==> config.mk <==
export PLATFORM = sky130hd
export DESIGN_NAME = sweep_scheduler
export DESIGN_NICKNAME = d
export VERILOG_FILES = /design/src/rtl/sweep_scheduler.sv
export SDC_FILE = /design/constraint.sdc
export NUM_CORES = 1
export LEC_CHECK = 0
export BUFFER_PORTS_ARGS = -buffer_cell sky130_fd_sc_hd__buf_2
export CAP_MARGIN = 20
export CORE_MARGIN = 2
export CORE_UTILIZATION = 48
export DETAILED_ROUTE_END_ITERATION = 8
export PLACE_DENSITY = 0.72
export SYNTH_ARGS = -nofsm -noshare
export SYNTH_HDL_FRONTEND = slang
export SYNTH_SLANG_ARGS = --single-unit
==> constraint.sdc <==
create_clock -name clk125 -period 4.1 [get_ports clk125]
set_clock_uncertainty 0.15 [all_clocks]
set_input_delay 0 -clock clk125 [delete_from_list [all_inputs] [get_ports clk125]]
set_output_delay 0 -clock clk125 [all_outputs]
set_load 0.02 [all_outputs]
==> src/rtl/sweep_scheduler.sv <==
// Sweep sequencer for the impedance-measurement core: steps the DDS index,
// settles, triggers and averages repeated measurements, and writes one result per point.
module sweep_scheduler #(
    parameter int unsigned IDX_W        = 8,
    parameter int unsigned RES_W        = 32,
    parameter int unsigned AVG_MAX_LOG2 = 4,
    parameter int unsigned SETTLE_W     = 16,
    parameter int unsigned TMO_W        = 24
) (
    input  logic                clk125,
    input  logic                areset_n,
    input  logic                go,
    input  logic                abort,
    input  logic [IDX_W-1:0]    cfg_first_idx,
    input  logic [IDX_W-1:0]    cfg_last_idx,
    input  logic [2:0]          cfg_avg_log2,
    input  logic [SETTLE_W-1:0] cfg_settle,
    input  logic [TMO_W-1:0]    cfg_timeout,
    output logic [IDX_W-1:0]    freq_idx,
    output logic                meas_start,
    input  logic                meas_valid,
    input  logic [RES_W-1:0]    meas_mod,
    input  logic [RES_W-1:0]    meas_phase,
    output logic                res_we,
    output logic [IDX_W-1:0]    res_addr,
    output logic [RES_W-1:0]    res_mod,
    output logic [RES_W-1:0]    res_phase,
    output logic                busy,
    output logic                done,
    output logic                timeout_err,
    output logic [IDX_W:0]      points_done
);

    localparam int unsigned ACC_W = RES_W + AVG_MAX_LOG2;
    localparam int unsigned REP_W = (AVG_MAX_LOG2 > 0) ? AVG_MAX_LOG2 : 1;
    localparam int unsigned PTS_W = IDX_W + 1;

    localparam logic [2:0] S_IDLE   = 3'd0;
    localparam logic [2:0] S_SETTLE = 3'd1;
    localparam logic [2:0] S_TRIG   = 3'd2;
    localparam logic [2:0] S_WAIT   = 3'd3;
    localparam logic [2:0] S_STORE  = 3'd4;
    localparam logic [2:0] S_NEXT   = 3'd5;
    localparam logic [2:0] S_FINISH = 3'd6;

    logic [2:0]              state, state_d;
    logic [SETTLE_W-1:0]     settle_cnt, settle_cnt_d;
    logic [TMO_W-1:0]        tmo_cnt, tmo_cnt_d;
    logic [REP_W-1:0]        rep, rep_d;
    logic signed [ACC_W-1:0] acc_mod, acc_mod_d;
    logic signed [ACC_W-1:0] acc_phase, acc_phase_d;

    // Sweep configuration captured on the accepted go
    logic [IDX_W-1:0]        first_q, first_d;
    logic [IDX_W-1:0]        last_q, last_d;
    logic [2:0]              avg_q, avg_d;
    logic [SETTLE_W-1:0]     settle_q, settle_d;
    logic [TMO_W-1:0]        timeout_q, timeout_d;

    logic [IDX_W-1:0]        freq_idx_d;
    logic                    meas_start_d;
    logic                    res_we_d;
    logic [IDX_W-1:0]        res_addr_d;
    logic [RES_W-1:0]        res_mod_d;
    logic [RES_W-1:0]        res_phase_d;
    logic                    busy_d;
    logic                    done_d;
    logic                    timeout_err_d;
    logic [PTS_W-1:0]        points_done_d;

    logic [REP_W-1:0]        rep_last_c;
    logic [2:0]              avg_clamp_c;

    assign rep_last_c  = REP_W'((32'd1 << avg_q) - 32'd1);
    assign avg_clamp_c = (cfg_avg_log2 > 3'(AVG_MAX_LOG2)) ? 3'(AVG_MAX_LOG2) : cfg_avg_log2;

    // Next-state and next-output logic
    always_comb begin
        state_d       = state;
        settle_cnt_d  = settle_cnt;
        tmo_cnt_d     = tmo_cnt;
        rep_d         = rep;
        acc_mod_d     = acc_mod;
        acc_phase_d   = acc_phase;
        first_d       = first_q;
        last_d        = last_q;
        avg_d         = avg_q;
        settle_d      = settle_q;
        timeout_d     = timeout_q;
        freq_idx_d    = freq_idx;
        meas_start_d  = 1'b0;
        res_we_d      = 1'b0;
        res_addr_d    = res_addr;
        res_mod_d     = res_mod;
        res_phase_d   = res_phase;
        busy_d        = busy;
        done_d        = 1'b0;
        timeout_err_d = timeout_err;
        points_done_d = points_done;

        case (state)
            S_IDLE: begin
                if (go) begin
                    first_d       = cfg_first_idx;
                    last_d        = cfg_last_idx;
                    avg_d         = avg_clamp_c;
                    settle_d      = cfg_settle;
                    timeout_d     = cfg_timeout;
                    timeout_err_d = 1'b0;
                    points_done_d = '0;
                    acc_mod_d     = '0;
                    acc_phase_d   = '0;
                    rep_d         = '0;
                    busy_d        = 1'b1;
                    if (cfg_first_idx > cfg_last_idx) begin
                        state_d = S_FINISH;
                    end else begin
                        freq_idx_d   = cfg_first_idx;
                        settle_cnt_d = cfg_settle;
                        state_d      = S_SETTLE;
                    end
                end
            end
            S_SETTLE: begin
                if (abort) begin
                    state_d = S_FINISH;
                end else if (settle_cnt == '0) begin
                    state_d = S_TRIG;
                end else begin
                    settle_cnt_d = settle_cnt - SETTLE_W'(1);
                end
            end
            S_TRIG: begin
                if (abort) begin
                    state_d = S_FINISH;
                end else begin
                    meas_start_d = 1'b1;
                    tmo_cnt_d    = timeout_q;
                    state_d      = S_WAIT;
                end
            end
            S_WAIT: begin
                // A result in the expiry cycle still counts
                if (abort) begin
                    state_d = S_FINISH;
                end else if (meas_valid) begin
                    acc_mod_d   = acc_mod + $signed({{AVG_MAX_LOG2{meas_mod[RES_W-1]}}, meas_mod});
                    acc_phase_d = acc_phase + $signed({{AVG_MAX_LOG2{meas_phase[RES_W-1]}}, meas_phase});
                    if (rep == rep_last_c) begin
                        state_d = S_STORE;
                    end else begin
                        rep_d   = rep + REP_W'(1);
                        state_d = S_TRIG;
                    end
                end else if (tmo_cnt <= TMO_W'(1)) begin
                    timeout_err_d = 1'b1;
                    state_d       = S_FINISH;
                end else begin
                    tmo_cnt_d = tmo_cnt - TMO_W'(1);
                end
            end
            S_STORE: begin
                res_we_d      = 1'b1;
                res_addr_d    = freq_idx - first_q;
                res_mod_d     = RES_W'(acc_mod >>> avg_q);
                res_phase_d   = RES_W'(acc_phase >>> avg_q);
                points_done_d = points_done + PTS_W'(1);
                acc_mod_d     = '0;
                acc_phase_d   = '0;
                rep_d         = '0;
                state_d       = abort ? S_FINISH : S_NEXT;
            end
            S_NEXT: begin
                if (abort || (freq_idx == last_q)) begin
                    state_d = S_FINISH;
                end else begin
                    freq_idx_d   = freq_idx + IDX_W'(1);
                    settle_cnt_d = settle_q;
                    state_d      = S_SETTLE;
                end
            end
            S_FINISH: begin
                done_d  = 1'b1;
                busy_d  = 1'b0;
                state_d = S_IDLE;
            end
            default: begin
                busy_d  = 1'b0;
                state_d = S_IDLE;
            end
        endcase
    end

    // State and output registers
    always_ff @(posedge clk125 or negedge areset_n) begin
        if (!areset_n) begin
            state       <= S_IDLE;
            settle_cnt  <= '0;
            tmo_cnt     <= '0;
            rep         <= '0;
            acc_mod     <= '0;
            acc_phase   <= '0;
            first_q     <= '0;
            last_q      <= '0;
            avg_q       <= '0;
            settle_q    <= '0;
            timeout_q   <= '0;
            freq_idx    <= '0;
            meas_start  <= 1'b0;
            res_we      <= 1'b0;
            res_addr    <= '0;
            res_mod     <= '0;
            res_phase   <= '0;
            busy        <= 1'b0;
            done        <= 1'b0;
            timeout_err <= 1'b0;
            points_done <= '0;
        end else begin
            state       <= state_d;
            settle_cnt  <= settle_cnt_d;
            tmo_cnt     <= tmo_cnt_d;
            rep         <= rep_d;
            acc_mod     <= acc_mod_d;
            acc_phase   <= acc_phase_d;
            first_q     <= first_d;
            last_q      <= last_d;
            avg_q       <= avg_d;
            settle_q    <= settle_d;
            timeout_q   <= timeout_d;
            freq_idx    <= freq_idx_d;
            meas_start  <= meas_start_d;
            res_we      <= res_we_d;
            res_addr    <= res_addr_d;
            res_mod     <= res_mod_d;
            res_phase   <= res_phase_d;
            busy        <= busy_d;
            done        <= done_d;
            timeout_err <= timeout_err_d;
            points_done <= points_done_d;
        end
    end

endmodule

==> results of run 1 <==
## through the flow
step | worst slack, ns | power [mW] | instance area [µm²] | hold slack [ns] | std cells
2_1_floorplan | 0.9293 | 9.568 | 18130 | -0.4456 | 2091
3_3_place_gp | 0.7594 | 11.35 | 19660 | -0.05146 | 2725
6_report | 0.5060 | 14.94 | 22350 | 0.04610 | 2943
4_1_cts | 0.5520 | 14.93 | 22340 | 0.02060 | 2942
3_5_place_dp | 0.6594 | 11.57 | 19660 | -0.04544 | 2725
5_1_grt | 0.2504 | 16.03 | 22350 | 0.05022 | 2943
## layout make-up
cell class                      count  area (µm²)
Fill cell                        3270       15050
Multi-Input combinational cell   1638       10660
Sequential cell                   272        6815
Timing Repair Buffer              407        2920
Clock buffer                       47       980.9
Tap cell                          511       639.4
Inverter                           56       210.2
Clock inverter                     12       123.9
## cell usage after synthesis (all sizes together) (18+ instances only)
library cell / count / area (µm²)
inv: 56 / 210.2
a21o: 39 / 294.0
nand2: 333 / 1250
mux2i: 123 / 1231
mux4: 26 / 585.6
dfrtp: 272 / 6807
buf: 28 / 128.9
nand3: 94 / 470.5
xor2: 41 / 359.1
o21ai: 259 / 1304
nand4: 18 / 118.9
ha: 92 / 1151
clkbuf: 97 / 364.1
xnor2: 37 / 324.1
nor4: 19 / 163.9
nor2: 116 / 435.4
nor3: 28 / 145.1
and3: 21 / 137.6
a211oi: 19 / 157.7
nor2b: 24 / 157.6
a21oi: 161 / 820.8
## worst max-delay path: stages (launching register included)
cell and delay (ns):
dfrtp_1 0.37, ha_1 0.17, inv_1 0.05, fa_1 0.37
nor2b_1 0.20, o31a_1 0.24, o211ai_1 0.16, a31oi_1 0.35
o21ai_0 0.30, nand2_1 0.21, a21oi_1 0.09, a311oi_1 0.19
dlygate4sd3_1 0.58, nand2_1 0.05
## state kept, by name (all words and copies together) (netlist names)
name	count
acc_mod	36
acc_phase	36
res_mod	32
res_phase	32
timeout_q	24
tmo_cnt	24
settle_cnt	16
settle_q	16
points_done	9
first_q	8
freq_idx	8
last_q	8
res_addr	8
rep	4
avg_q	3
state	3
busy	1
done	1
meas_start	1
res_we	1
timeout_err	1
## logic make-up (layout without fill, tap and decap cells)
family | Yosys count | count (layout) | synth area share
adders and majority gates | 95 | 95 | 0.06681
DFF | 272 | 272 | 0.3755
AOI/OAI and AO/OA | 602 | 602 | 0.1969
and+or+nand+nor | 710 | 710 | 0.1816
buffers and inverters | 181 | 522 | 0.03879
muxes | 153 | 153 | 0.1027
xor gates and xnor gates | 78 | 78 | 0.03769
## cell usage in the layout (no fill, tap or decap), drive strengths merged, types with 41 or more instances in the layout
cell,instances
buf,249
clkbuf,47
nand3,94
mux2i,123
nand2,333
dlygate4sd3,158
dfrtp,272
a21oi,161
nor2,116
o21ai,259
xor2,41
ha,92
inv,57
## power by group
part           internal (mW)  leakage, nW  switching, mW
logic                   2.90         6.38           4.36
registers               3.70         3.57          0.962
clock network           1.80        0.552           1.22
## per-layer routing
metal  GRT usage  part of all wire  vias to the layer above
met3     0.05791             0.069                      122
met2      0.4409              0.46                      561
li1            -                 -                     8146
met1      0.3543              0.43                     8157
met5           0           0.00024                        -
met4      0.1011             0.035                        2
## worst paths after layout
| path | from | endpoint | slack, ns | depth (start not counted) |
|---|---|---|---|---|
| setup / recovery | acc_phase[0] | acc_phase[28] | 0.51 | 13 |
| setup reg to reg | acc_phase[0] | acc_phase[28] | 0.51 | 13 |
| hold reg to reg | res_mod[12] | res_mod[12] | 0.32 | 2 |
| min in group asynchronous | areset_n | last_q[6] | 0.45 | 3 |
| max in group asynchronous | areset_n | avg_q[0] | 1.72 | 4 |
| hold / removal | cfg_timeout[16] | timeout_q[16] | 0.05 | 4 |
==> flow_summary_export.csv, run 1 <==
group,metric,value,unit
yosys,async_flop_share,1.000,
critical_path,cp-start-kind,"flop",
timing,tightest_slew,0.9137,ns
clock_tree,insertion_delay,0.54,ns
job,cap_violations,0,
clock_tree,holdBufCountCts,158,
yosys,yosys_warnings,0,
critical_path,critPathArrivalTime,3.88,ns
placement,place_congestion,0.9578,
critical_path,crit_path_end_kind,"flop",
global_routing,grt_max_degree,125,
finish,post-route-util,0.5976,
floorplanning,die_area,39340,µm²
timing,slew_headroom,0.3751,
clock_tree,clkTransAtPathRegs,0.07,ns
route,vias,16990,
floorplanning,start_util,0.4847,
timing,rsz0062_at_grt,"false",
floorplanning,io_pins,222,
clock_tree,root_buffer,"clkbuf_16",
yosys,syn_area_per_cell,8.669,µm²
yosys,synth_cells,2091,
yosys,ys_seq_elements,272,
hold_path,hold_path.class,"input port to flop",
yosys,synthDistinctLibCells,84,
timing,setup_tns,0,ns
clock_tree,cts.path.max_buffers,3,
pwr,ir_drop,383.8,µV
clock_tree,cts_tree,"yes",
yosys,syn-cell-area,18130,µm²
global_routing,grt_overflow,0,
floorplanning,dieWidth,198.3,µm
yosys,synth_nets,2314,
timing,setup_viol,0,
clock_tree,cts_buffers,34,
route,drc,0,
critical_path,crit_required,4.39,ns
route,drt-wirelength-per-cell,18.07,µm
yosys,synth_top_flop_cell,"dfrtp_1",
timing,maxSlewViolCount,0,
finish,drive_gt1_frac,0.1534,
critical_path,worst-setup-path-type,"flop to flop",
route,ant_nets,0,
floorplanning,die_h,198.3,µm
placement,io_buffers,221,
timing,hold_viol_final,0,
global_routing,grt_first_pass_wirelength,85130,µm
placement,dp_hpwl,36700,µm
outcome,outcome,"finished, final reports clean",
clock_tree,cts.sink_count,272,
route,vias_per_cell,5.772,
clock_tree,postCtsSetupBuffers,0,
critical_path,critPathMaxFanout,4,
floorplanning,rows,71,
route,drtIter0Drc,1121,
finish,area_growth,23.30,%
route,routed_wl,53170,µm
route,firstDrtPassIters,6,
finish,final_nets,2632,
yosys,ys_seq_area_frac,0.3755,
clock_tree,htreeDepth,2,
timing,period_share,0.8766,
clock_tree,cts_resized,0,
global_routing,grt_pass1_vias,16470,
finish,antennaDiodeCount,0,
floorplanning,core_area,37400,µm²
timing,min_period,3.594,ns
global_routing,antenna_found_initial,1,
timing,fmax,278.2,MHz
pwr,power_leakage,10.50,nW
pwr,powerDensity,668.4,nW/µm²
yosys,synth_edf_count,0,
global_routing,globalRouteTotalUtil,0.2707,
Note: power is estimated with default switching activity, not from simulation.
==> inputs of run 2 (changes only) <==
ABC_AREA = 1   (was default)
==> run 2 against run 1 <==
The flow now finishes with violations (hold timing). Non-clock buffer count fell by 15. Global-route usage rose by 3.1 points. Critical path depth fell by 3. Cell area rose by 6.4%. Worst hold slack got worse by 0.071 ns. Utilization fell by 0.32 points. Maximum frequency rose by 13%. Sequential power rose by 4.7%. Critical endpoint is now avg_q[0].
==> flow_summary_export.csv, run 2 <==
group,metric,value,unit
outcome,outcome,"complete, but fails checks",
outcome,violations,"hold timing",
global_routing,grt_overflow,0,
critical_path,path_cells,"inv_2, nand2_1, nor2_2, inv_2, nor2_4, inv_2, nor2_1, nand2_1, dlygate4sd3_1, o21ai_0",
clock_tree,cts_buffers,34,
route,ant_nets,0,
route,vias_per_cell,5.474,
yosys,synth_cells,2944,
critical_path,critPathArrivalTime,3.48,ns
critical_path,path_delay_family,"buffers and inverters",
yosys,synth_nets,3167,
route,drtIter0Drc,1906,
timing,setup_viol,0,
critical_path,critPathMaxStageDelay,0.58,ns
timing,rsz0062_at_grt,"false",
yosys,syn_area_per_cell,6.640,µm²
yosys,synthDistinctLibCells,46,
placement,dp_hpwl,46630,µm
critical_path,cp-start-kind,"flop",
timing,maxSlewViolCount,0,
finish,final_nets,3494,
route,vias,20920,
finish,area_growth,21.65,%
clock_tree,postCtsSetupBuffers,0,
finish,mostFrequentLayoutCells,"nand2_1, inv_1, o21ai_0",
timing,setup_tns,0,ns
yosys,ys_seq_elements,272,
finish,post-route-util,0.5944,
critical_path,cp_slowest_cell,"dlygate4sd3_1",
critical_path,crit_required,4.41,ns
timing,period_share,0.7742,
clock_tree,insertion_delay,0.56,ns
clock_tree,cts_tree,"yes",
floorplanning,die_h,205.8,µm
clock_tree,root_buffer,"clkbuf_16",
yosys,syn-cell-area,19550,µm²
timing,fmax,315.1,MHz
pwr,ir_drop,416.4,µV
placement,place_congestion,1.009,
yosys,synth.top_cell.area_share,0.3482,
floorplanning,start_util,0.4886,
global_routing,grt_first_pass_wirelength,101900,µm
pwr,power,17.69,mW
route,drc,0,
floorplanning,die_area,42360,µm²
clock_tree,cts_resized,0,
route,firstDrtPassIters,6,
floorplanning,io_pins,222,
clock_tree,cts.path.max_buffers,3,
yosys,ys_top_cells_by_count,"nand2_1, inv_1, o21ai_0, nor2_1, dfrtp_1",
finish,reg_top3,"acc_mod x36, acc_phase x36",
critical_path,path_buf_inv,4,
timing,slew_headroom,0.2842,
clock_tree,holdBufCountCts,153,
yosys,ys_seq_area_frac,0.3482,
job,cap_violations,0,
hold_path,hold_path.class,"input port to asynchronous set/reset pin",
route,drt-wirelength-per-cell,16.72,µm
critical_path,cp_common_cell,"inv_2",
critical_path,crit_path_end_kind,"flop",
placement,dp.cells,3607,
finish,antennaDiodeCount,0,
placement,io_buffers,221,
yosys,synth_edf_count,0,
finish,drive_gt1_frac,0.1028,
clock_tree,cts.sink_count,272,
yosys,synth_top_flop_cell,"dfrtp_1",
yosys,synth.area.top_cells,"dfrtp_1, nand2_1, o21ai_0, inv_1, ha_1",
critical_path,critPathMaxFanout,43,
critical_path,worst-setup-path-type,"flop to flop",
pwr,powerDensity,744.0,nW/µm²
finish,layoutNonFillerInstCount,3822,
clock_tree,clkTransAtPathRegs,0.07,ns
yosys,synth_most_common_cell,"nand2_1",
global_routing,antenna_found_initial,0,
timing,tightest_slew,1.072,ns
floorplanning,core_area,40010,µm²
route,routed_wl,63910,µm
yosys,async_flop_share,1.000,
global_routing,globalRouteTotalUtil,0.3021,
timing,min_period,3.174,ns
timing,whs,-0.02490,ns
floorplanning,rows,73,
timing,hold_viol_final,7,
yosys,yosys_warnings,0,
global_routing,grt_max_degree,121,
floorplanning,dieWidth,205.8,µm
global_routing,grt_pass1_vias,20090,
finish,layout_commonest_cell,"nand2_1",
pwr,power_leakage,12.42,nW
yosys,synth_top_cell_by_area,"dfrtp_1",
clock_tree,htreeDepth,2,
==> run 2: changes by cell type in the layout (fill, tap and decap cells not counted), moves of 60 or more <==
cell,delta
nand3_1,+93
inv_1,+265
o21ai_0,+60
mux2i_1,-105
nor2_1,+159
nand2_1,+667
==> run 2: worst reg2reg max path, delay by kind of cell (launching register included) <==
family	cells	cell delay, ns
and+or+nand+nor	5	1.18
DFF	1	0.41
AOI/OAI and AO/OA	1	0.08
buffers and inverters	4	1.27
==> run 2: worst paths after layout <==
kind	startpoint	to	slack [ns]	cells after the start
min reg2reg	res_addr[5]	res_addr[5]	0.33	2
max	state[0]	avg_q[0]	0.93	10
max reg2reg	state[0]	avg_q[0]	0.93	10
min in group clk125	cfg_timeout[3]	timeout_q[3]	0.04	4
max in group asynchronous	areset_n	acc_phase[6]	2.80	3
min	areset_n	acc_phase[17]	-0.02	2
==> run 2: area by class of cell <==
class                      instances  area, µm²
timing repair buffer             392       2808
sequential                       272       6810
multi-input combinational       2235      11050
inverter                         336       1261
fill                            3721      16230
clock inverter                    16      211.5
tap                              525      656.9
clock buffer                      46      987.2
==> run 2: routing by layer <==
metal | part of all wire | global-route usage
met2 | 0.46 | 0.4959
met3 | 0.066 | 0.04545
met4 | 0.043 | 0.1230
met5 | 0 | 0
met1 | 0.43 | 0.3993
==> run 2: stage by stage <==
stage / cell area, µm² / hold slack [ns] / setup slack [ns]
floorplan: 19550 / -0.4456 / 1.536
global placement: 21050 / 0.01710 / 1.124
detailed placement: 21050 / 0.01768 / 1.042
CTS: 23780 / 0.01720 / 0.9573
global route: 23780 / 0.05659 / 0.6488
finish: 23780 / -0.02490 / 0.9259
==> run 2: power by group <==
part	total (mW)	switching, mW	internal (mW)	leakage (nW)
Combinational	9.57	6.32	3.26	8.39
Clock	3.23	1.27	1.96	0.589
Sequential	4.88	1.02	3.86	3.44
Total	17.7	8.61	9.08	12.4
==> run 2: cell families (layout without fill, tap and decap cells) <==
logic type               after synthesis  in the layout  synth area share
multiplexers                          18             18          0.009216
AO/OA/AOI/OAI                        549            549            0.1581
AND/OR/NAND/NOR                     1529           1529            0.3157
flip-flops                           272            272            0.3482
adder cells (fa/ha/maj)               95             95           0.06196
XOR/XNOR                              44             44           0.01971
buffers and inverters                437            790           0.08717
==> inputs of run 3 (changes only) <==
PLACE_DENSITY = 0.74   (was 0.72)
clock period = 2.7 ns   (was 4.1 ns; I/O delays follow)
==> run 3 against run 2 <==
The run now ends clean. Combinational power rose by 54%. Power rose by 51%. Final cell count barely moved. Global-route usage rose by 0.27 points. Critical path type unchanged. Largest power group unchanged. Wire length rose by 1.8%.
==> flow_summary_export.csv, run 3 (same netlist as run 2, synthesis figures left out) <==
group,metric,value,unit
route,vias,20960,
timing,min_period,2.571,ns
clock_tree,cts.sink_count,272,
finish,drive_gt1_frac,0.1082,
pwr,powerDensity,1127,nW/µm²
route,firstDrtPassIters,6,
floorplanning,die_area,42360,µm²
critical_path,path_cells,"ha_2, inv_1, fa_1, inv_2, nand3_1, nand3_2, buf_4, nand2_1, nand2_1, xnor2_1, dlygate4sd3_1, o21ai_1",
critical_path,critPathMaxStageDelay,0.58,ns
finish,regArea,6809,µm²
route,vias_per_cell,5.480,
critical_path,path_delay_family,"buffers and inverters",
pwr,ir_drop,692.7,µV
finish,final_nets,3496,
finish,reg_top3,"acc_mod x36, acc_phase x36",
critical_path,timing.rr.start,"acc_mod[0]",
finish,layoutNonFillerInstCount,3824,
timing,setup_viol,0,
timing,maxSlewViolCount,0,
global_routing,grt_pass1_vias,19910,
clock_tree,clkTransAtPathRegs,0.06,ns
floorplanning,dieWidth,205.8,µm
route,drt-wirelength-per-cell,17.01,µm
critical_path,crit_required,2.96,ns
timing,tightest_slew,1.069,ns
floorplanning,rows,73,
critical_path,critPathArrivalTime,2.83,ns
clock_tree,insertion_delay,0.55,ns
clock_tree,cts_buffers,34,
pwr,power_leakage,12.43,nW
critical_path,crit_path_end_kind,"flop",
outcome,outcome,"finished, final reports clean",
finish,antennaDiodeCount,0,
critical_path,worst-setup-path-type,"flop to flop",
finish,multi_input_area,11050,µm²
timing,period_share,0.9521,
clock_tree,cts_tree,"yes",
route,drtIter0Drc,1763,
finish,layout_commonest_cell,"nand2_1",
placement,place_congestion,1.006,
pwr,power,26.76,mW
clock_tree,htreeDepth,2,
floorplanning,io_pins,222,
clock_tree,cts.path.max_buffers,3,
critical_path,cp_common_cell,"nand2_1",
finish,area_growth,21.49,%
timing,fin_ws,0.1294,ns
global_routing,antenna_found_initial,0,
hold_path,hold_path.class,"input port to flop",
global_routing,grt_overflow,0,
timing,hold_viol_final,0,
critical_path,cp-start-kind,"flop",
clock_tree,root_buffer,"clkbuf_16",
route,routed_wl,65050,µm
route,ant_nets,0,
placement,dpl-instance-area,21240,µm²
floorplanning,die_h,205.8,µm
placement,dp.cells,3624,
finish,nFillCells,3766,
hold_path,hp-start,"cfg_timeout[7]",
placement,dp_slack,0.2803,ns
job,cap_violations,0,
floorplanning,start_util,0.4886,
critical_path,critPathMaxFanout,4,
global_routing,globalRouteTotalUtil,0.3048,
timing,slew_headroom,0.2862,
placement,dp_hpwl,47870,µm
finish,design_area,23750,µm²
placement,io_buffers,221,
finish,mostFrequentLayoutCells,"nand2_1, inv_1, o21ai_0",
global_routing,grt_first_pass_wirelength,102500,µm
critical_path,crit_start,"acc_mod[0]",
route,drc,0,
critical_path,path_buf_inv,4,
timing,fmax,389.0,MHz
critical_path,cp_slowest_cell,"dlygate4sd3_1",
floorplanning,core_area,40010,µm²
global_routing,grt_max_degree,92,
-- run 3: changes by cell type in the layout (fill, tap and decap cells not counted), moves of 2 or more --
cell	before	now
clkinv_8	0	2
clkbuf_1	4	6
buf_4	16	29
dlygate4sd3_1	153	137
clkinv_2	6	4
bufinv_16	4	0
clkbuf_8	7	9
buf_12	2	7
-- run 3: final timing paths --
path	to	slack, ns	cells past startpoint
setup / recovery	acc_mod[6]	0.13	12
hold / removal	timeout_q[7]	0.04	4
setup reg to reg	acc_mod[6]	0.13	12
hold reg to reg	settle_q[11]	0.32	2
max in group asynchronous	res_phase[9]	1.06	4
min in group asynchronous	acc_phase[18]	0.43	3
-- run 3: per-layer routing --
layer	vias up	wire [µm]	GRT usage
met4	0	2476	0.1222
met5	-	0	0
met3	144	4453	0.03643
li1	10200	-	-
met2	801	29730	0.4935
met1	9813	28390	0.4154
-- run 3: what timing repair did --
item / CTS / global route
hold buffers: 137 / 0
endpoints found under the setup margin: 0 / 1
buffers inserted: 0 / 1
endpoints found under the hold margin: 438 / 0
resized for setup: 0 / 3
-- run 3: final cells by class --
type,count,area share
clock buffer,50,0.04304
clock inverter,12,0.004267
inverter,336,0.05311
multi-input combinational,2235,0.4654
sequential,272,0.2867
tap,525,0.02766
timing repair buffer,394,0.1198
-- run 3: metrics by stage --
stage / util / TNS [ns] / hold slack (ns)
floorplan: - / 0 / -0.4456
CTS: 0.5933 / 0 / 0.002292
finish: 0.5936 / 0 / 0.03560
global route: 0.5936 / -0.001972 / 0.03675
global placement: 0.5309 / 0 / -0.06728
detailed placement: 0.5309 / 0 / -0.06718
-- run 3: report_power, final --
group	switching [mW]	total [mW]	internal, mW	leakage (nW)
clock	1.95	4.60	2.66	0.546
sequential	1.64	7.50	5.86	3.44
combinational	9.67	14.7	4.98	8.44
-- run 3: worst register-to-register path: stages, from the launching register on --
cell           delay, ns
dfrtp_1             0.38
ha_2                0.21
inv_1               0.05
fa_1                0.37
inv_2               0.10
nand3_1             0.10
nand3_2             0.09
buf_4               0.13
nand2_1             0.05
nand2_1             0.07
xnor2_1             0.12
dlygate4sd3_1       0.58
o21ai_1             0.06
